## src/rtl/qbus_pkg.sv

```systemverilog
// Shared Q-bus definitions: interrupt-cycle FSM encoding, default vector width
// and the synchroniser/latency constants the interrupt logic is built around.
package qbus_pkg;

    typedef enum logic [1:0] {
        ST_IDLE = 2'd0,
        ST_VEC  = 2'd1,
        ST_REL  = 2'd2,
        ST_PASS = 2'd3
    } qbus_state_t;

    localparam int QBUS_VW          = 9;
    localparam int QBUS_SYNC_STAGES = 2;
    // IAKI rising edge to DAL enable / RPLY, counted in clk edges
    localparam int QBUS_VEC_LAT     = QBUS_SYNC_STAGES + 1;
    localparam int QBUS_RPLY_LAT    = QBUS_SYNC_STAGES + 2;

endpackage

```

## src/rtl/bus_sync2.sv

```systemverilog
// Two-flop synchroniser for asynchronous Q-bus control lines, cleared by reset.
module bus_sync2 (
    input  logic clk_i,
    input  logic rst_n_i,
    input  logic d_i,
    output logic q_o
);

    logic r_meta;
    logic r_sync;

    // NOTE: flops use non-blocking assignment so r_sync takes the old r_meta,
    // giving two real stages instead of collapsing into one.
    always_ff @(posedge clk_i or negedge rst_n_i) begin
        if (!rst_n_i) begin
            r_meta <= 1'b0;
            r_sync <= 1'b0;
        end else begin
            r_meta <= d_i;
            r_sync <= r_meta;
        end
    end

    assign q_o = r_sync;

endmodule

```

## src/rtl/bus_int_arb.sv

```systemverilog
// Q-bus interrupt arbiter: latches per-source requests onto one BIRQ, and on the
// IAK daisy chain returns the highest-priority vector with RPLY or passes IAKO on.
module bus_int_arb
    import qbus_pkg::*;
#(
    parameter int NSRC = 2,
    parameter int VW   = QBUS_VW
) (
    input  logic              clk_i,
    input  logic              rst_n_i,
    input  logic [NSRC-1:0]   ena_i,
    input  logic [NSRC-1:0]   req_i,
    input  logic [NSRC*VW-1:0] vec_i,
    input  logic              din_i,
    input  logic              iaki_i,
    output logic              irq_o,
    output logic              iako_o,
    output logic [VW-1:0]     vec_o,
    output logic              vec_oe_o,
    output logic              rply_o,
    output logic [NSRC-1:0]   ack_o
);

    localparam int IW = (NSRC > 1) ? $clog2(NSRC) : 1;

    // Lowest index wins; scanning downward leaves the lowest set bit last.
    function automatic logic [IW-1:0] prio_enc(input logic [NSRC-1:0] p);
        prio_enc = '0;
        for (int k = NSRC - 1; k >= 0; k--) begin
            if (p[k]) prio_enc = IW'(k);
        end
    endfunction

    qbus_state_t     r_state, w_state_nxt;
    logic [NSRC-1:0] r_pending, w_pending_nxt;
    logic [NSRC-1:0] r_ack, w_ack_nxt;
    logic [IW-1:0]   r_win, w_win_nxt, w_win;
    logic [VW-1:0]   r_vec, w_vec_nxt;
    logic            r_irq, w_irq_nxt;
    logic            r_iako, w_iako_nxt;
    logic            r_vec_oe, w_vec_oe_nxt;
    logic            r_rply, w_rply_nxt;
    logic            w_din_s, w_iaki_s;
    logic [VW-1:0]   w_vec_arr [NSRC];

    bus_sync2 u_sync_din (
        .clk_i   (clk_i),
        .rst_n_i (rst_n_i),
        .d_i     (din_i),
        .q_o     (w_din_s)
    );

    bus_sync2 u_sync_iaki (
        .clk_i   (clk_i),
        .rst_n_i (rst_n_i),
        .d_i     (iaki_i),
        .q_o     (w_iaki_s)
    );

    for (genvar g = 0; g < NSRC; g++) begin : g_vec
        assign w_vec_arr[g] = vec_i[g*VW +: VW];
    end

    assign w_win = prio_enc(r_pending);

    // NOTE: every variable gets a default before the case so no path leaves it
    // unassigned, which would otherwise infer a latch.
    always_comb begin
        w_state_nxt = r_state;
        w_win_nxt   = r_win;
        w_vec_nxt   = r_vec;
        w_ack_nxt   = '0;
        // Acked bits clear, but a request in the same cycle re-arms them.
        w_pending_nxt = ((r_pending & ~r_ack) | (req_i & ena_i)) & ena_i;

        case (r_state)
            ST_IDLE: begin
                if (w_iaki_s && w_din_s) begin
                    if (|r_pending) begin
                        w_state_nxt = ST_VEC;
                        w_win_nxt   = w_win;
                        w_vec_nxt   = w_vec_arr[w_win];
                    end else begin
                        w_state_nxt = ST_PASS;
                    end
                end
            end
            ST_VEC: begin
                if (!w_din_s) begin
                    w_state_nxt = ST_REL;
                    // A source disabled mid-cycle still gets its vector read, but no ack.
                    w_ack_nxt   = ena_i & (NSRC'(1) << r_win);
                end
            end
            ST_REL: begin
                if (!w_iaki_s) w_state_nxt = ST_IDLE;
            end
            ST_PASS: begin
                if (!w_iaki_s) w_state_nxt = ST_IDLE;
            end
            default: w_state_nxt = ST_IDLE;
        endcase

        w_vec_oe_nxt = (w_state_nxt == ST_VEC);
        w_rply_nxt   = (r_state == ST_VEC) && (w_state_nxt == ST_VEC);
        w_iako_nxt   = (w_state_nxt == ST_PASS);
        w_irq_nxt    = (w_state_nxt == ST_IDLE) && (|w_pending_nxt);
    end

    always_ff @(posedge clk_i or negedge rst_n_i) begin
        if (!rst_n_i) begin
            r_state   <= ST_IDLE;
            r_pending <= '0;
            r_ack     <= '0;
            r_win     <= '0;
            r_vec     <= '0;
            r_irq     <= 1'b0;
            r_iako    <= 1'b0;
            r_vec_oe  <= 1'b0;
            r_rply    <= 1'b0;
        end else begin
            r_state   <= w_state_nxt;
            r_pending <= w_pending_nxt;
            r_ack     <= w_ack_nxt;
            r_win     <= w_win_nxt;
            r_vec     <= w_vec_nxt;
            r_irq     <= w_irq_nxt;
            r_iako    <= w_iako_nxt;
            r_vec_oe  <= w_vec_oe_nxt;
            r_rply    <= w_rply_nxt;
        end
    end

    assign irq_o    = r_irq;
    assign iako_o   = r_iako;
    assign vec_o    = r_vec;
    assign vec_oe_o = r_vec_oe;
    assign rply_o   = r_rply;
    assign ack_o    = r_ack;

endmodule

```

## config.mk

```make
export PLATFORM = sky130hd
export DESIGN_NAME = bus_int_arb
export DESIGN_NICKNAME = d
export VERILOG_FILES = /design/src/rtl/qbus_pkg.sv /design/src/rtl/bus_sync2.sv /design/src/rtl/bus_int_arb.sv
export SDC_FILE = /design/constraint.sdc
export NUM_CORES = 1
export LEC_CHECK = 0
export CAP_MARGIN = 10
export CELL_PAD_IN_SITES_DETAIL_PLACEMENT = 0
export CELL_PAD_IN_SITES_GLOBAL_PLACEMENT = 2
export CORE_ASPECT_RATIO = 1.2
export CORE_MARGIN = 5
export CORE_UTILIZATION = 29
export DETAILED_ROUTE_END_ITERATION = 16
export MAX_ROUTING_LAYER = met4
export PLACE_DENSITY_LB_ADDON = 0.1
export SLEW_MARGIN = 5
export SYNTH_ARGS = -nofsm -noshare
export SYNTH_HDL_FRONTEND = slang
export SYNTH_SLANG_ARGS = --single-unit
```

## constraint.sdc

```tcl
create_clock -name clk_i -period 2.9 [get_ports clk_i]
set_input_delay 0.29 -clock clk_i [delete_from_list [all_inputs] [get_ports clk_i]]
set_output_delay 0.29 -clock clk_i [all_outputs]
set_load 0.01 [all_outputs]
```

Word-level counts from Yosys, hierarchy flattened --
Cells that the tools add are included.
Word-level totals: bits in registers 24, output and inout bits 15, word-level logic and storage cells 48
Operators by class: order comparisons 1, equality and inequality tests 5, shift-type cells 1, mux-type cells 12, bitwise gates (word level) 7, reductions and logical operators 9
Operators with widths (count):
- $mux W9 | 3
- $mux W2 | 6
- $and A2 B2 Y2 | 4
- $eq A2 B2 Y1 const B | 3
- $pmux W2 S3 | 1
- $reduce_or A2 Y1 | 3
- $eq A2 B1 Y1 const B | 2
- $logic_not A2 Y1 | 2
- $logic_and A1 B1 Y1 | 3
- $reduce_and A3 Y1 | 1
- $ge A2 B2 Y1 const B | 1
- $mux W1 | 2
- $not A1 Y2 | 1
- $not A2 Y2 | 1
- $or A2 B2 Y2 | 1
- $shl A1 B1 Y2 const A | 1

Longest topological paths before layout --
Gate-level depths: netlist (run 1).
word-level depth 6, gate-level depth with buffers 4

Cells and area by module --
From an unflattened synthesis (run 1), not the netlist that was laid out.
Unflattened totals: cells, all modules 70, area, all modules 1026.0 µm²
Modules (own cells, without submodules):
- bus_int_arb | times used 1, cells each 66, area each 925.9 µm², seq. area each 500.5 µm²
- bus_sync2 | times used 2, cells each 2, area each 50.0 µm², seq. area each 50.0 µm²

Worst setup path after synthesis (run 1) --
OpenSTA, ideal clock, no wires.
kind reg2reg, start register r_state[1], end register r_vec[0], in the netlist vec_o[0], setup time 125 ps, arrival 1282 ps, required time 2775 ps, setup slack 1493 ps, cell stages (with the launch flop) 5, clock period less this slack 1407 ps, path through dfrtp_1 and4bb_1 o21a_1 buf_6 mux2_4
On the way: word-level cells in the longest chain between the ends 2
RTL lines:
- from (decl) | line bus_int_arb.sv:34 | qbus_state_t r_state, w_state_nxt;
- from (signal assigned) | line bus_int_arb.sv:122 | r_state <= w_state_nxt;
- $logic_not A2 Y1 | line bus_int_arb.sv:76 | case (r_state)
- $reduce_and A3 Y1 (no source line)
- to (signal assigned) | line bus_int_arb.sv:126 | r_vec <= w_vec_nxt;
- to (decl) | line bus_int_arb.sv:38 | logic [VW-1:0] r_vec, w_vec_nxt;
Every way passes these cells. A chain may end at the register's enable or synchronous reset.

Worst setup path in the final report (run 1) --
start register r_state[1], end register r_vec[1], in the netlist vec_o[1]
The elaborated chain is that of the path after synthesis.

==> reports/summary.txt, run 1 <==
Outcome -> complete, no violations
Worst min-delay path category -> reg2reg
Routed vias/inst -> 4.65
Placer Congestion -> 0.673
Final period util -> 59.5%
Final HPWL DP -> 1630 um
Path depth of the worst reg2reg path -> 3
Setup Crit Path Kind -> reg2reg
Area leader, netlist -> sky130_fd_sc_hd__dfrtp_1
Most used flip-flop cell after synthesis -> sky130_fd_sc_hd__dfrtp_1
Std-Cell Core Area -> 0.00337 mm^2
Wire per inst -> 14.6 um
Wire length of the first global-routing pass -> 3490 um
Area growth, synth to finish -> 48.8%
Synth async-reset ratio -> 100%
TritonCTS clock tree -> done
Standby leakage power -> 0.000650 uW
Net count after synthesis -> 96
Post-CTS clock slew at the launch and capture registers of the worst setup and hold paths -> 0.08 ns
Number of nets in the finished design -> 141
Hold Path Stages -> 0
Maximum ir drop on the vdd rail -> 0.000329 V
Layout cells sized above 1 -> 22.8%
Worst R2R Setup Slack -> 1.18 ns
Worst max-slew margin expressed relative to the limit -> 63.0%
Maximum number of pins on one net before global-route repair -> 25
Area enclosed by the die boundary -> 0.00483 mm^2
Worst-margin pin slew -> 0.555 ns
Footprint of the multi-input gates -> 402 um^2
Number of hold buffers added after cts -> 0
Cells after Synth -> 70
Min cycle time layout -> 1.72 ns
RSZ-0062 raised after global routing -> no
Power per Cell Area -> 695 mW/mm^2
Final clock skew -> 0.00115 ns
Post-Synthesis Cell Area -> 0.00103 mm^2
Number of diodes -> 0
Sequential cell area -> 601 um^2
Fillers -> 325
Fin area -> 0.00153 mm^2
Final Max Slew Viols -> 0
Remaining Overflow, GRT -> 0
Post-CTS Repair Setup Buffers -> 0
Worst R2R End -> vec_o[1]
Number of global-route vias before repair -> 699
Global routing usage summed across all routing layers -> 9.50%
Htree depth -> 1
Via count -> 702
Crit-path slowest cell -> sky130_fd_sc_hd__o21a_1
Remaining DRCs -> 0
Flip-flop and latch count after synthesis -> 24
Area share of the largest cell type after synthesis -> 58.5%
Iteration-0 DRC count of the detailed router -> 12
Number of flops mapped to enable cells by yosys -> 0
Cells along the critical path -> and4bb_1, o21a_1, mux2_4
Clk_lat worst skew -> 0.26 ns
Data arrival time of the critical path -> 1.87 ns
Hold Fails Final Rpt -> 0
Setup TNS Final -> 0 ns
Count of clock tree sinks -> 24
Worst hold start -> u_sync_iaki.r_meta
Number of max-cap violations -> 0
Placed instance area -> 0.00147 mm^2
Critical Path RT -> 3.05 ns
Initial antenna violation count -> 0
Delay of the slowest cell on the worst path -> 0.49 ns
Maximum root-to-sink buffer count -> 2
Number of nets with antenna violations after routing -> 0
Die Ht -> 75.2 um
Yosys warnings -> 0
Number of buffers inserted during clock tree synthesis -> 3
Leading post-synthesis cells by instance count -> 24 x sky130_fd_sc_hd__dfrtp_1, 9 x sky130_fd_sc_hd__mux2_2, 9 x sky130_fd_sc_hd__mux2_4, 4 x sky130_fd_sc_hd__nor2b_1
Die X-Extent -> 64.3 um
Largest cells by area after synthesis -> sky130_fd_sc_hd__dfrtp_1 59%, sky130_fd_sc_hd__mux2_4 13%, sky130_fd_sc_hd__mux2_2 9.9%
Port Buffer Count -> 40
Clock root buffer master -> sky130_fd_sc_hd__clkbuf_8
Num rows -> 23
Initial DRT Pass Iterations -> 4
Nature of the critical path endpoint -> flop
R2r startpoint -> r_state[1]
Initial Utilization -> 30.5%
Biggest fanout along the worst timing path -> 9
Routed Wire Length -> 2200 um
Number of distinct library cells after synthesis -> 20
Top-level port count -> 41
Type of origin of the critical path -> flop
Number of endpoints failing setup at the final stage -> 0
Sequential area share after synthesis -> 58.5%
Avg Cell Area, Syn -> 14.7 um^2
CTS-repair resized insts -> 0
Capture endpoint of the worst hold path -> u_sync_iaki.q_o
Maximum frequency from static timing analysis -> 0.580 GHz
Library cell with the highest instance count after synthesis -> sky130_fd_sc_hd__dfrtp_1
[state kept, by name, summed over array words and instances (netlist names)]
name / flops
ack_o: 2
iako_o: 1
u_sync_din.r_meta: 1
u_sync_din.q_o: 1
vec_oe_o: 1
u_sync_iaki.q_o: 1
r_win: 1
irq_o: 1
u_sync_iaki.r_meta: 1
r_state: 2
r_pending: 2
rply_o: 1
vec_o: 9
[kinds of logic after synthesis]
logic type / count (synthesis) / synth area share (%)
mux: 18 / 23.0
simple gates: 14 / 9.15
buf+inv: 4 / 2.32
flops: 24 / 58.5
compound gates: 10 / 6.95
[routing by layer]
metal	routed length, um	vias up	track usage, %
li1	-	338	-
met1	987	335	11.7
met2	1010	27	14.2
met3	181	2	3.28
met4	17	0	4.07
met5	0	-	-
[worst max-delay path: cells and delay by family, from the launching register on]
kind	cells	cell delay, ns
AND/OR/NAND/NOR	1	0.32
flip-flops	1	0.45
multiplexers	1	0.34
AO/OA/AOI/OAI	1	0.49
[cell usage in the layout (no fill, tap or decap), drive strengths merged]
| cell | count |
|---|---|
| inv | 2 |
| or4b | 1 |
| o211ai | 1 |
| mux2 | 18 |
| clkdlybuf4s50 | 40 |
| dfrtp | 24 |
| o221a | 1 |
| o21a | 3 |
| and2 | 1 |
| nand2 | 2 |
| or3b | 1 |
| nor2 | 1 |
| o21ai | 3 |
| nor2b | 4 |
| nor3b | 2 |
| clkbuf | 4 |
| buf | 2 |
| nand3 | 1 |
| a21oi | 2 |
| and4bb | 1 |
[per-stage QoR]
step / utilization [%] / cells / worst slack, ns / total power, uW / hold slack (ns)
after global routing: 45.3 / 151 / 1.07 / 1120 / 0.374
after floorplan: - / 70 / 1.49 / 645 / -0.00559
after detailed placement: 43.7 / 147 / 1.17 / 851 / 0.336
after global placement: 43.7 / 147 / 1.20 / 848 / 0.334
final: 45.3 / 151 / 1.18 / 1060 / 0.353
after CTS: 45.3 / 151 / 1.15 / 1080 / 0.357
[worst max-delay path by stage]
stage / start / end / slack [ns] / cells after the start
final: r_state[1] / vec_o[1] / 1.18 / 3
after global routing: r_state[1] / vec_o[1] / 1.07 / 3
after CTS: r_state[1] / vec_o[1] / 1.15 / 3
after detailed placement: r_state[1] / vec_o[1] / 1.17 / 3
after global placement: r_state[1] / vec_o[7] / 1.20 / 3
after floorplan: r_state[1] / vec_o[0] / 1.49 / 4
[layout make-up]
cell class | instances | share of cell area, %
Timing Repair Buffer | 42 | 27.2
Tap cell | 37 | 3.03
Clock buffer | 4 | 3.61
Sequential cell | 24 | 39.3
Inverter | 2 | 0.492
Multi-Input combinational cell | 42 | 26.3
[report_power, final]
part	internal, uW	switching, uW
clock network	121	98.0
logic	252	116
registers	419	54.9
No activity file was read; power rests on OpenSTA's default activity.
==> run 2, diff against run 1 <==
CORE_UTILIZATION = 27   (was 29)
clock period = 1.8 ns   (was 2.9 ns; I/O delays follow)
==> run 2 against run 1 <==
  * Final cell count is 11% higher
  * Design area grew 1.7%
  * Wire length shrank 3.7%
  * Clock skew up 0.0013 ns
  * Critical path type unchanged
  * Power rose by 60%
  * Maximum frequency grew 13%
==> reports/summary.txt, run 2 (synthesis gave the netlist of run 1 again) <==
Outcome -> complete, no violations (unchanged)
Number of max-cap violations -> 0 (unchanged)
Biggest fanout along the worst timing path -> 9 (unchanged)
Type of origin of the critical path -> flop (unchanged)
Routed length on met1 -> 895 um (was 987 um)
Worst max-slew margin expressed relative to the limit -> 79.8% (was 63.0%)
Maximum frequency from static timing analysis -> 0.654 GHz (was 0.580 GHz)
Worst min-delay path category -> in2async (was reg2reg)
Maximum ir drop on the vdd rail -> 0.000379 V (was 0.000329 V)
Htree depth -> 1 (unchanged)
Initial antenna violation count -> 0 (unchanged)
Remaining DRCs -> 0 (unchanged)
Num rows -> 24 (was 23)
Number of diodes -> 0 (unchanged)
TritonCTS clock tree -> done (unchanged)
Number of endpoints failing setup at the final stage -> 0 (unchanged)
Clk_lat worst skew -> 0.26 ns (about the same)
Final Util -> 42.4% (was 45.3%)
Clock root buffer master -> sky130_fd_sc_hd__clkbuf_8 (unchanged)
Global routing usage summed across all routing layers -> 9.14% (was 9.50%)
Nature of the critical path endpoint -> flop (unchanged)
Port Buffer Count -> 40 (unchanged)
Number of nets with antenna violations after routing -> 0 (unchanged)
Met3 Wirelength -> 233 um (was 181 um)
Std-Cell Core Area -> 0.00366 mm^2 (was 0.00337 mm^2)
Die X-Extent -> 66.3 um (was 64.3 um)
Maximum number of pins on one net before global-route repair -> 25 (unchanged)
Number of hold buffers added after cts -> 0 (unchanged)
Maximum root-to-sink buffer count -> 2 (unchanged)
Worst R2R Setup Slack -> 0.27 ns (was 1.18 ns)
Wire length of the first global-routing pass -> 3560 um (was 3490 um)
Top routing layer in use -> met4 (unchanged)
Initial Utilization -> 28.0% (was 30.5%)
Placer Congestion -> 0.711 (was 0.673)
Post-CTS Repair Setup Buffers -> 0 (unchanged)
Largest register FFs -> 9 (unchanged)
Min cycle time layout -> 1.53 ns (was 1.72 ns)
Routed Wire Length -> 2120 um (was 2200 um)
Via count -> 693 (was 702)
Top-level port count -> 41 (unchanged)
Final clock skew -> 0.00242 ns (was 0.00115 ns)
Area growth, synth to finish -> 51.3% (was 48.8%)
Wire per inst -> 12.7 um (was 14.6 um)
Path depth of the worst reg2reg path -> 4 (was 3)
Final period util -> 84.9% (was 59.5%)
Cells along the critical path -> and4bb_1, o21a_1, buf_4, mux2_4 (was and4bb_1, o21a_1, mux2_4)
Number of buffers inserted during clock tree synthesis -> 3 (unchanged)
Count of clock tree sinks -> 24 (unchanged)
Standby leakage power -> 0.000655 uW (was 0.000650 uW)
Leading cell type in the layout, fill and taps excluded -> sky130_fd_sc_hd__clkdlybuf4s50_1 (unchanged)
Area enclosed by the die boundary -> 0.00514 mm^2 (was 0.00483 mm^2)
Initial DRT Pass Iterations -> 2 (was 4)
Final HPWL DP -> 1630 um (about the same)
Hold Fails Final Rpt -> 0 (unchanged)
Post-CTS clock slew at the launch and capture registers of the worst setup and hold paths -> 0.08 ns (about the same)
Power per Cell Area -> 1090 mW/mm^2 (was 695 mW/mm^2)
Worst-margin pin slew -> 0.303 ns (was 0.555 ns)
Routed vias/inst -> 4.15 (was 4.65)
Setup Crit Path Kind -> reg2reg (unchanged)
Remaining Overflow, GRT -> 0 (unchanged)
RSZ-0062 raised after global routing -> no (unchanged)
Die Ht -> 77.5 um (was 75.2 um)
Critical Path RT -> 1.94 ns (was 3.05 ns)
Layout cells sized above 1 -> 23.5% (was 22.8%)
Fillers -> 381 (was 325)
Data arrival time of the critical path -> 1.67 ns (was 1.87 ns)
Iteration-0 DRC count of the detailed router -> 29 (was 12)
CTS-repair resized insts -> 0 (unchanged)
Final Max Slew Viols -> 0 (unchanged)
Number of global-route vias before repair -> 769 (was 699)
Detail Route met2 WL -> 965 um (was 1010 um)
Setup TNS Final -> 0 ns (unchanged)
Crit-path slowest cell -> sky130_fd_sc_hd__dfrtp_1 (was sky130_fd_sc_hd__o21a_1)
Most frequent cells in the layout -> 40 x sky130_fd_sc_hd__clkdlybuf4s50_1, 24 x sky130_fd_sc_hd__dfrtp_1, 9 x sky130_fd_sc_hd__mux2_2, 9 x sky130_fd_sc_hd__mux2_4 (unchanged)
Delay of the slowest cell on the worst path -> 0.44 ns (was 0.49 ns)
Number of nets in the finished design -> 142 (was 141)
run 2: changes by cell type in the layout (fill, tap and decap cells not counted):
cell,previous run,this run
sky130_fd_sc_hd__buf_4,2,3
run 2: worst max-delay path: cells and delay by family, from the launching register on:
family | cells | cell delay (ns)
muxes | 1 | 0.32
AOI/OAI and AO/OA | 1 | 0.13
and+or+nand+nor | 1 | 0.32
DFF | 1 | 0.44
buffers and inverters | 1 | 0.20
run 2: layout make-up:
class	instances	area, um^2	share of cell area, %
sequential	24	601	38.7
timing repair buffer	43	423	27.2
multi-input combinational	42	402	25.9
tap	52	65.1	4.19
clock buffer	4	55.1	3.55
inverter	2	7.51	0.483
run 2: metrics by stage:
step	power (uW)	hold slack, ns	cell area, um^2	worst slack, ns	cells
floorplan	1040	-0.116	1030	0.393	70
global placement	1370	0.335	1500	0.299	163
detailed placement	1370	0.336	1500	0.271	163
CTS	1740	0.277	1550	0.251	167
global route	1800	0.292	1550	0.178	167
finish	1700	0.278	1550	0.271	167
run 2: report_power, final:
part / internal [uW] / switching, uW
sequential: 675 / 85.2
combinational: 408 / 186
clock: 195 / 151
total: 1280 / 422
run 2: layer usage:
metal / vias to the layer above / track usage [%]
met2: 28 / 14.2
met3: 2 / 3.18
met1: 322 / 10.2
met4: 0 / 4.88
li1: 341 / -
met5: - / -
run 2: final timing paths:
check                             startpoint           endpoint
max reg2reg                       r_state[1]           vec_o[0]
min reg2reg                u_sync_din.r_meta     u_sync_din.q_o
max in group asynchronous            rst_n_i  u_sync_din.r_meta
min                                  rst_n_i           vec_o[4]
max                               r_state[1]           vec_o[0]
min in group clk_i                     din_i  u_sync_din.r_meta
